## src/rtl/regfile_wb_arbiter_if.sv

```systemverilog
// Write-back request bus: per-requester valid/address/data with one-hot ready.
// Requesters drive through master; the arbiter sits on slave.
interface regfile_wb_arbiter_if #(
    parameter int NREQ   = 3,
    parameter int DATA_W = 32,
    parameter int ADDR_W = 5
);
    logic [NREQ-1:0]        req_valid;
    logic [NREQ*ADDR_W-1:0] req_addr;
    logic [NREQ*DATA_W-1:0] req_data;
    logic [NREQ-1:0]        req_ready;

    modport master (
        output req_valid,
        output req_addr,
        output req_data,
        input  req_ready
    );

    modport slave (
        input  req_valid,
        input  req_addr,
        input  req_data,
        output req_ready
    );
endinterface

```

## src/rtl/regfile_wb_arbiter.sv

```systemverilog
// Round-robin arbiter sharing the register-file write port among requesters.
// Winner is registered into a one-cycle stage that also feeds read forwarding.
module regfile_wb_arbiter #(
    parameter int NREQ   = 3,
    parameter int DATA_W = 32,
    parameter int ADDR_W = 5
) (
    input  logic                clk,
    input  logic                reset,
    regfile_wb_arbiter_if.slave req,
    input  logic                hold_i,
    output logic                wr_en_o,
    output logic [ADDR_W-1:0]   wr_addr_o,
    output logic [DATA_W-1:0]   wr_data_o,
    input  logic [ADDR_W-1:0]   fwd_addr_a_i,
    input  logic [ADDR_W-1:0]   fwd_addr_b_i,
    output logic                fwd_hit_a_o,
    output logic                fwd_hit_b_o,
    output logic [DATA_W-1:0]   fwd_data_o,
    output logic [15:0]         conflict_cnt_o
);
    localparam int PTR_W = (NREQ > 1) ? $clog2(NREQ) : 1;
    localparam int PW1   = PTR_W + 1;

    localparam logic [PW1-1:0]   NREQ_W = PW1'(NREQ);
    localparam logic [PTR_W-1:0] LAST   = PTR_W'(NREQ - 1);

    logic [PTR_W-1:0]  ptr_q;
    logic [PTR_W-1:0]  ptr_d;
    logic              wr_en_q;
    logic              wr_en_d;
    logic [ADDR_W-1:0] wr_addr_q;
    logic [ADDR_W-1:0] wr_addr_d;
    logic [DATA_W-1:0] wr_data_q;
    logic [DATA_W-1:0] wr_data_d;
    logic [15:0]       cnt_q;
    logic [15:0]       cnt_d;

    logic              gnt_found;
    logic [PTR_W-1:0]  gnt_idx;
    logic [ADDR_W-1:0] gnt_addr;
    logic [DATA_W-1:0] gnt_data;
    logic              accept;
    logic              contended;

    // Scan from ptr upward modulo NREQ; walking backwards leaves the first hit.
    always_comb begin
        logic [PW1-1:0] pos;
        gnt_found = 1'b0;
        gnt_idx   = '0;
        pos       = '0;
        for (int k = NREQ - 1; k >= 0; k--) begin
            pos = {1'b0, ptr_q} + PW1'(k);
            if (pos >= NREQ_W) begin
                pos = pos - NREQ_W;
            end
            if (req.req_valid[pos[PTR_W-1:0]]) begin
                gnt_found = 1'b1;
                gnt_idx   = pos[PTR_W-1:0];
            end
        end
    end

    // Pick the winner's address and data off the flattened request buses.
    always_comb begin
        gnt_addr = '0;
        gnt_data = '0;
        for (int i = 0; i < NREQ; i++) begin
            if (PTR_W'(i) == gnt_idx) begin
                gnt_addr = req.req_addr[i*ADDR_W +: ADDR_W];
                gnt_data = req.req_data[i*DATA_W +: DATA_W];
            end
        end
    end

    // One-hot ready, suppressed while stalled or in reset.
    always_comb begin
        accept        = gnt_found && !hold_i && !reset;
        req.req_ready = '0;
        if (accept) begin
            req.req_ready = NREQ'(1) << gnt_idx;
        end
    end

    // Two or more valid bits: clearing the lowest set bit leaves something.
    always_comb begin
        contended = (req.req_valid & (req.req_valid - NREQ'(1))) != '0;
    end

    // Next state for pointer, output stage and contention counter.
    always_comb begin
        ptr_d     = ptr_q;
        wr_en_d   = 1'b0;
        wr_addr_d = wr_addr_q;
        wr_data_d = wr_data_q;
        cnt_d     = cnt_q;
        if (accept) begin
            ptr_d     = (gnt_idx == LAST) ? '0 : gnt_idx + PTR_W'(1);
            wr_en_d   = gnt_addr != '0;
            wr_addr_d = gnt_addr;
            wr_data_d = gnt_data;
        end
        if (contended && !hold_i && cnt_q != 16'hFFFF) begin
            cnt_d = cnt_q + 16'd1;
        end
    end

    // State registers; reset discards any write sitting in the stage.
    always_ff @(posedge clk or posedge reset) begin
        if (reset) begin
            ptr_q     <= '0;
            wr_en_q   <= 1'b0;
            wr_addr_q <= '0;
            wr_data_q <= '0;
            cnt_q     <= '0;
        end else begin
            ptr_q     <= ptr_d;
            wr_en_q   <= wr_en_d;
            wr_addr_q <= wr_addr_d;
            wr_data_q <= wr_data_d;
            cnt_q     <= cnt_d;
        end
    end

    // Register-file drive and bypass hits against the pending write.
    always_comb begin
        wr_en_o        = wr_en_q;
        wr_addr_o      = wr_addr_q;
        wr_data_o      = wr_data_q;
        fwd_data_o     = wr_data_q;
        conflict_cnt_o = cnt_q;
        fwd_hit_a_o    = wr_en_q && (wr_addr_q == fwd_addr_a_i)
                         && (fwd_addr_a_i != '0);
        fwd_hit_b_o    = wr_en_q && (wr_addr_q == fwd_addr_b_i)
                         && (fwd_addr_b_i != '0);
    end
endmodule

```

## src/flat_wrapper.sv

```systemverilog
// flat-port wrapper written by rule: the top's interface ports become plain ports
module regfile_wb_arbiter_flat 
#(
    parameter int NREQ   = 3,
    parameter int DATA_W = 32,
    parameter int ADDR_W = 5
)
  (clk, reset, hold_i, wr_en_o, wr_addr_o, wr_data_o, fwd_addr_a_i, fwd_addr_b_i, fwd_hit_a_o, fwd_hit_b_o, fwd_data_o, conflict_cnt_o, req_req_valid, req_req_addr, req_req_data, req_req_ready);
  regfile_wb_arbiter_if #(.NREQ(NREQ), .DATA_W(DATA_W), .ADDR_W(ADDR_W)) req_i ();
  input  logic clk;
  input  logic reset;
  input  logic hold_i;
  output logic wr_en_o;
  output logic [ADDR_W-1:0] wr_addr_o;
  output logic [DATA_W-1:0] wr_data_o;
  input  logic [ADDR_W-1:0] fwd_addr_a_i;
  input  logic [ADDR_W-1:0] fwd_addr_b_i;
  output logic fwd_hit_a_o;
  output logic fwd_hit_b_o;
  output logic [DATA_W-1:0] fwd_data_o;
  output logic [15:0] conflict_cnt_o;
  input wire logic [$bits(req_i.req_valid)-1:0] req_req_valid;
  input wire logic [$bits(req_i.req_addr)-1:0] req_req_addr;
  input wire logic [$bits(req_i.req_data)-1:0] req_req_data;
  output wire logic [$bits(req_i.req_ready)-1:0] req_req_ready;
  assign req_i.req_valid = req_req_valid;
  assign req_i.req_addr = req_req_addr;
  assign req_i.req_data = req_req_data;
  assign req_req_ready = req_i.req_ready;
  regfile_wb_arbiter #(.NREQ(NREQ), .DATA_W(DATA_W), .ADDR_W(ADDR_W)) u_core (.clk(clk), .reset(reset), .req(req_i), .hold_i(hold_i), .wr_en_o(wr_en_o), .wr_addr_o(wr_addr_o), .wr_data_o(wr_data_o), .fwd_addr_a_i(fwd_addr_a_i), .fwd_addr_b_i(fwd_addr_b_i), .fwd_hit_a_o(fwd_hit_a_o), .fwd_hit_b_o(fwd_hit_b_o), .fwd_data_o(fwd_data_o), .conflict_cnt_o(conflict_cnt_o));
endmodule
```

## config.mk

```make
export PLATFORM = sky130hd
export DESIGN_NAME = regfile_wb_arbiter_flat
export DESIGN_NICKNAME = d
export VERILOG_FILES = /design/src/rtl/regfile_wb_arbiter_if.sv /design/src/rtl/regfile_wb_arbiter.sv /design/src/flat_wrapper.sv
export SDC_FILE = /design/constraint.sdc
export NUM_CORES = 1
export LEC_CHECK = 0
export ABC_AREA = 1
export CAP_MARGIN = 20
export CORE_MARGIN = 8
export CORE_UTILIZATION = 25
export CTS_CLUSTER_DIAMETER = 40
export DETAILED_ROUTE_END_ITERATION = 7
export GPL_TIMING_DRIVEN = 0
export PLACE_DENSITY = 0.69
export SYNTH_ARGS = -nofsm -noshare
export SYNTH_HDL_FRONTEND = slang
export SYNTH_SLANG_ARGS = --single-unit
```

## constraint.sdc

```tcl
create_clock -name clk -period 2.7 [get_ports clk]
set_input_delay 0.54 -clock clk [delete_from_list [all_inputs] [get_ports clk]]
set_output_delay 0.54 -clock clk [all_outputs]
set_load 0.03 [all_outputs]
```

After elaboration in Yosys (flattened, before gate mapping)
Index checks and enable logic that the tools add are counted.
{"block": "word_totals", "reg_bits": 56, "latchBits": 0, "ramBits": 0, "mem_bits_ro": 0, "in_bits": 127, "output_inout_bits": 91, "n_memories": 0}
{"block": "op_classes", "n_addsub": 8, "mul": 0, "div_mod_pow": 0, "n_lt_le_gt_ge": 6, "eq_ne": 6, "shift": 1, "muxes": 24, "bitwise_logic": 1, "reduce_logical": 15}
{"operator": "32-bit two-way mux", "n": 3}
{"operator": "16-bit by 1-bit adder with 16-bit output, second input constant", "n": 1}
{"operator": "16-bit != test, second input constant", "n": 1}
{"operator": "5-bit two-way mux", "n": 3}
{"operator": "5-bit nonzero test", "n": 3}
{"operator": "2-bit two-way mux", "n": 7}
{"operator": "5-bit equality test", "n": 2}
{"operator": "2-bit by 3-bit < comparator with 1-bit output, second input constant", "n": 3}
{"operator": "1-bit logical AND", "n": 8}
{"operator": "1-bit two-way mux", "n": 7}
{"operator": "1-bit binary-select mux with 2-bit select", "n": 3}
{"operator": "3-bit by 2-bit greater-or-equal comparator with 1-bit output, second input constant", "n": 2}
{"operator": "2-bit subtractor, second input constant", "n": 3}
{"operator": "2-bit by 1-bit adder with 3-bit output, second input constant", "n": 1}
{"operator": "2-bit by 2-bit adder with 3-bit output, second input constant", "n": 1}
{"operator": "3-bit AND", "n": 1}
{"operator": "3-bit two-way mux", "n": 1}
{"operator": "3-bit nonzero test", "n": 1}
{"operator": "1-bit by 2-bit << shifter with 3-bit output, first input constant", "n": 1}
{"operator": "3-bit by 1-bit subtractor with 3-bit output, second input constant", "n": 1}
{"operator": "2-bit by 1-bit adder with 2-bit output, second input constant", "n": 1}
{"operator": "1-bit by 2-bit equality test with 1-bit output, first input constant", "n": 1}
{"operator": "2-bit equality test, first input constant", "n": 1}
{"operator": "2-bit equality test, second input constant", "n": 1}
{"operator": "other kinds (3)", "n": 4}

Depth between registers and ports, before layout
{"block": "logic_depth", "ltp_word": 14, "mapped_depth": 16, "mapped_depth_nobuf": 16}

Worst setup path after synthesis
No wires, ideal clock.
{"block": "synth_path", "path_kind": "register -> output", "startpoint": "register u_core.ptr_q[0]", "endpoint": "output req_req_ready[0]", "t_arrival_ns": 1.934, "t_required_ns": 2.160, "setup_slack_ns": 0.226, "stages_incl_launch_ff": 12, "n_path_buf": 1, "path_cell_list": "dfrtp_1 inv_1 ha_1 inv_1 nand2_1 nand3_2 nand2_1 nand2_1 a21oi_4 nand2_4 buf_6 nor2_1"}
{"block": "synth_between", "elab_chain_len": 11, "elab_cells_between_ends": 27}
{"element": "from (decl)", "line_no": "regfile_wb_arbiter.sv:28", "text": "logic [PTR_W-1:0] ptr_q;"}
{"element": "from (signal assigned)", "line_no": "regfile_wb_arbiter.sv:117", "text": "ptr_q <= ptr_d;"}
{"element": "2-bit by 2-bit adder with 3-bit output", "line_no": "regfile_wb_arbiter.sv:53", "text": "pos = {1'b0, ptr_q} + PW1'(k);"}
{"element": "3-bit by 2-bit greater-or-equal comparator with 1-bit output / 2-bit subtractor (equally long branches)", "line_no": "regfile_wb_arbiter.sv:54, regfile_wb_arbiter.sv:55"}
{"element": "2-bit two-way mux", "line_no": "regfile_wb_arbiter.sv:54", "text": "if (pos >= NREQ_W) begin"}
{"element": "1-bit binary-select mux with 2-bit select", "line_no": "regfile_wb_arbiter.sv:57", "text": "if (req.req_valid[pos[PTR_W-1:0]]) begin"}
{"element": "1-bit two-way mux (not written as such)", "line_no": "regfile_wb_arbiter.sv:57"}
{"element": "1-bit two-way mux (3 in a row)", "line_no": "regfile_wb_arbiter.sv:57"}
{"element": "1-bit logical AND (2 in a row)", "line_no": "regfile_wb_arbiter.sv:78", "text": "accept = gnt_found && !hold_i && !reset;"}
{"element": "3-bit two-way mux *", "line_no": "regfile_wb_arbiter.sv:80", "text": "if (accept) begin"}
{"element": "to (decl)", "line_no": "flat_wrapper.sv:25", "text": "output wire logic [$bits(req_i.req_ready)-1:0] req_req_ready;"}
Every way passes the cells marked *; elsewhere a longest branch is shown, timed or not. The select of a mux whose other input is x is not followed.

Final worst setup path
{"block": "layout_path", "startpoint": "register u_core.ptr_q[1]", "endpoint": "output req_req_ready[2]"}
Same word-level chain as after synthesis.

==> metrics <==
Min-Delay Path Class reg2reg; nets@finish 828; H-tree depth 2; Reg clk slew, reported paths around 0.080 ns; Fmax approximately 380 MHz; post-synthesis sequential element count 56; Multi-input gate area approximately 1700 µm²; Placed Area approximately 5900 µm²; status finished, final reports clean; Yosys warning total 0; Setup Viol. Count Final 0; complex-gate fraction of the synthesized area roughly 14%; die area 18100 µm²; # rows 43; Overall Global Routing Usage about 15%; WHS between 0.4 and 0.5 ns; Max Clock Skew between 0.006 and 0.007 ns; critical path type reg2out; antenna-violating nets left 0; crit-path max FO 4; clock root buffer master clkbuf_16; hpwl dp 11500 µm; Overflow after GRT 0; post-synth top area cell dfrtp_1; Layout Cells excl Fill 878; area of the mapped netlist roughly 3500 µm²; TritonCTS Buffers 5; Layout Utilization between 40% and 50%; hold buffers post-CTS 0; worst path arrival time 2.07 ns; Synth Instances approximately 460; syn nets 594; crit share post-route between 90% and 100%; dpl cells 861; Peak VDD IR approximately 0.62 mV; DR vias 3889; xor/xnor share of the synthesized area 4.74%; Critical Path Source Type flop; DRC Markers 0; slowest stage delay, CP between 0.4 and 0.5 ns; Critical-path top delay cell dfrtp_2; 1st-iter DRT viols between 150 and 200; share of layout cells above drive strength 1 around 14%; largest family of logic cells by synthesized area simple AND/OR/NAND/NOR gates; area share of fa/ha/maj cells after synthesis under 10%; Layout area overhead 76.5%; Clock Sinks 56; Synth Area per Inst 7.58 µm²; total power about 7.7 mW; TritonCTS clock tree yes; drt wl/cell roughly 16 µm; RSZ-0062 raised after global routing true; most common cell in the netlist nand2_1; sequential cell area fraction in the yosys report 39.9%; port buffer count roughly 220; r2r setup slk 0.45 ns; max-cap viol count 0; final instance area 6190 µm²; Slew @ Worst Pin between 0.5 and 0.6 ns; PwrDens between 1000 and 1500 nW/µm²; Initial Utilization between 20 and 30%; Synth top area share 39.9%; Pins Over Slew Limit 0; Critical Path RT 2.16 ns; Routed WL 13900 µm; vias in the first global route between 4000 and 5000; Reg area around 1400 µm²; Die H 134 µm; largest net degree at the start of global routing 36; Main synth FF type dfrtp_1; # diodes 0; CTS Buffer Depth 2; CP cell instances ha_4 -> buf_4 -> nand2_1 -> nor2_1 -> nand2_1 -> nand2_2 -> a21oi_4 -> buf_4 -> buf_6 -> nor2_1 -> buf_2; LEAKAGE 2.77 nW; FILL cells ~1400; Final Hold Fails 0; vias per cell 4.43; post-synthesis cell type count 35; mux share of post-synthesis cell area 0%; fin crit period approximately 2.6 ns; top cells by area, synth dfrtp_1 (40%), nand2_1 (14%), buf_4 (7.3%); Placer Congestion 0.804; initial antenna violation count 0; number of synthesized flops with an enable pin 0; Post-Synth Simple-Gate Area about a quarter; DR pass1 iterations 4; post-synthesis async set-or-reset flop share between 90% and 100%; chip width 134 µm; CP Capture Type output pin; core area about 14000 µm²; Slew HR about 64%; Skew-Pair Late Insertion Delay ~0.29 ns; I/O pin count 218; commonest cells in the synthesized netlist nand2_1 (132), dfrtp_1 (56), nor2_1 (42), buf_4 (34), a21oi_1 (30); global-route wire length before repair about 21000 µm
[critical path, delay by kind of cell (launching register included)]
kind                     cells  cell delay (ns)
flip-flops                   1             0.44
AO/OA/AOI/OAI                1             0.08
adder cells (fa/ha/maj)      1             0.29
AND/OR/NAND/NOR              5             0.42
buffers and inverters        4             0.54
[routing by layer]
metal | GRT usage, % | up-vias | wire, µm
li1 | - | 1961 | -
met3 | 5.31 | 8 | 1280
met5 | 0 | - | 0
met4 | 2.50 | 0 | 127
met2 | 25.7 | 150 | 6740
met1 | 17.2 | 1770 | 5710
[cell usage in the layout (no fill, tap or decap), types with 3 or more instances in the layout]
cell	n
clkdlybuf4s50_1	209
nand2_1	130
dfrtp_1	55
buf_4	45
nor2_1	40
a21oi_1	30
inv_1	26
a31oi_1	23
nand3_1	16
xor2_1	13
buf_2	10
o22ai_1	10
o21ai_1	9
nor3_1	8
inv_2	7
xnor2_1	6
nand4_1	5
o21ai_0	5
clkbuf_16	5
dlygate4sd2_1	5
nand2_4	4
a211oi_1	3
nand2_2	3
buf_6	3
[per-stage QoR]
step           setup TNS (ns)  setup slack, ns
3_5_place_dp            -2.08           -0.741
6_report                    0           0.0899
5_1_grt               -0.0212          -0.0192
3_3_place_gp           -27.28           -0.732
2_1_floorplan               0            0.226
4_1_cts               -0.0675          -0.0675
[power breakdown]
part	total (mW)	switching (mW)	internal (mW)
registers	1.54	0.365	1.18
clock network	0.657	0.311	0.347
logic	5.52	3.15	2.37
[kinds of logic after synthesis]
| kind of cell | Yosys count |
|---|---|
| AND/OR/NAND/NOR | 216 |
| AO/OA/AOI/OAI | 85 |
| buffers and inverters | 83 |
| flip-flops | 56 |
| XOR/XNOR | 19 |
| adder cells (fa/ha/maj) | 4 |
[state kept, by name, summed over array words and instances (netlist names)]
name / flops
u_core.wr_en_o: 1
u_core.wr_addr_o: 5
u_core.conflict_cnt_o: 16
u_core.fwd_data_o: 32
u_core.ptr_q: 2
[cell type report]
type,instances,share of cell area [%]
Buffer,48,5.76
Sequential cell,56,22.7
Clock buffer,5,2.02
Tap cell,180,3.64
Clock inverter,3,0.344
Inverter,34,2.10
Multi-Input combinational cell,324,27.1
Timing Repair Buffer,228,36.4
[repair_timing]
action                                  CTS  global route
pin swaps                                 2             4
setup buffers                             3             7
endpoints found under the setup margin    5             3
gates resized for setup                  30            12
[final timing paths]
kind,from,end,cells after the start
max,u_core.ptr_q[1]$_DFFE_PP0P_,req_req_ready[2],11
min in group asynchronous,reset,u_core.fwd_data_o[5]$_DFFE_PP0P_,2
max in group asynchronous,reset,u_core.fwd_data_o[17]$_DFFE_PP0P_,3
min reg2reg,u_core.conflict_cnt_o[13]$_DFFE_PP0P_,u_core.conflict_cnt_o[13]$_DFFE_PP0P_,1
min,u_core.conflict_cnt_o[13]$_DFFE_PP0P_,u_core.conflict_cnt_o[13]$_DFFE_PP0P_,1
max reg2reg,u_core.ptr_q[1]$_DFFE_PP0P_,u_core.fwd_data_o[16]$_DFFE_PP0P_,12
No activity file was read; power rests on OpenSTA's default activity.
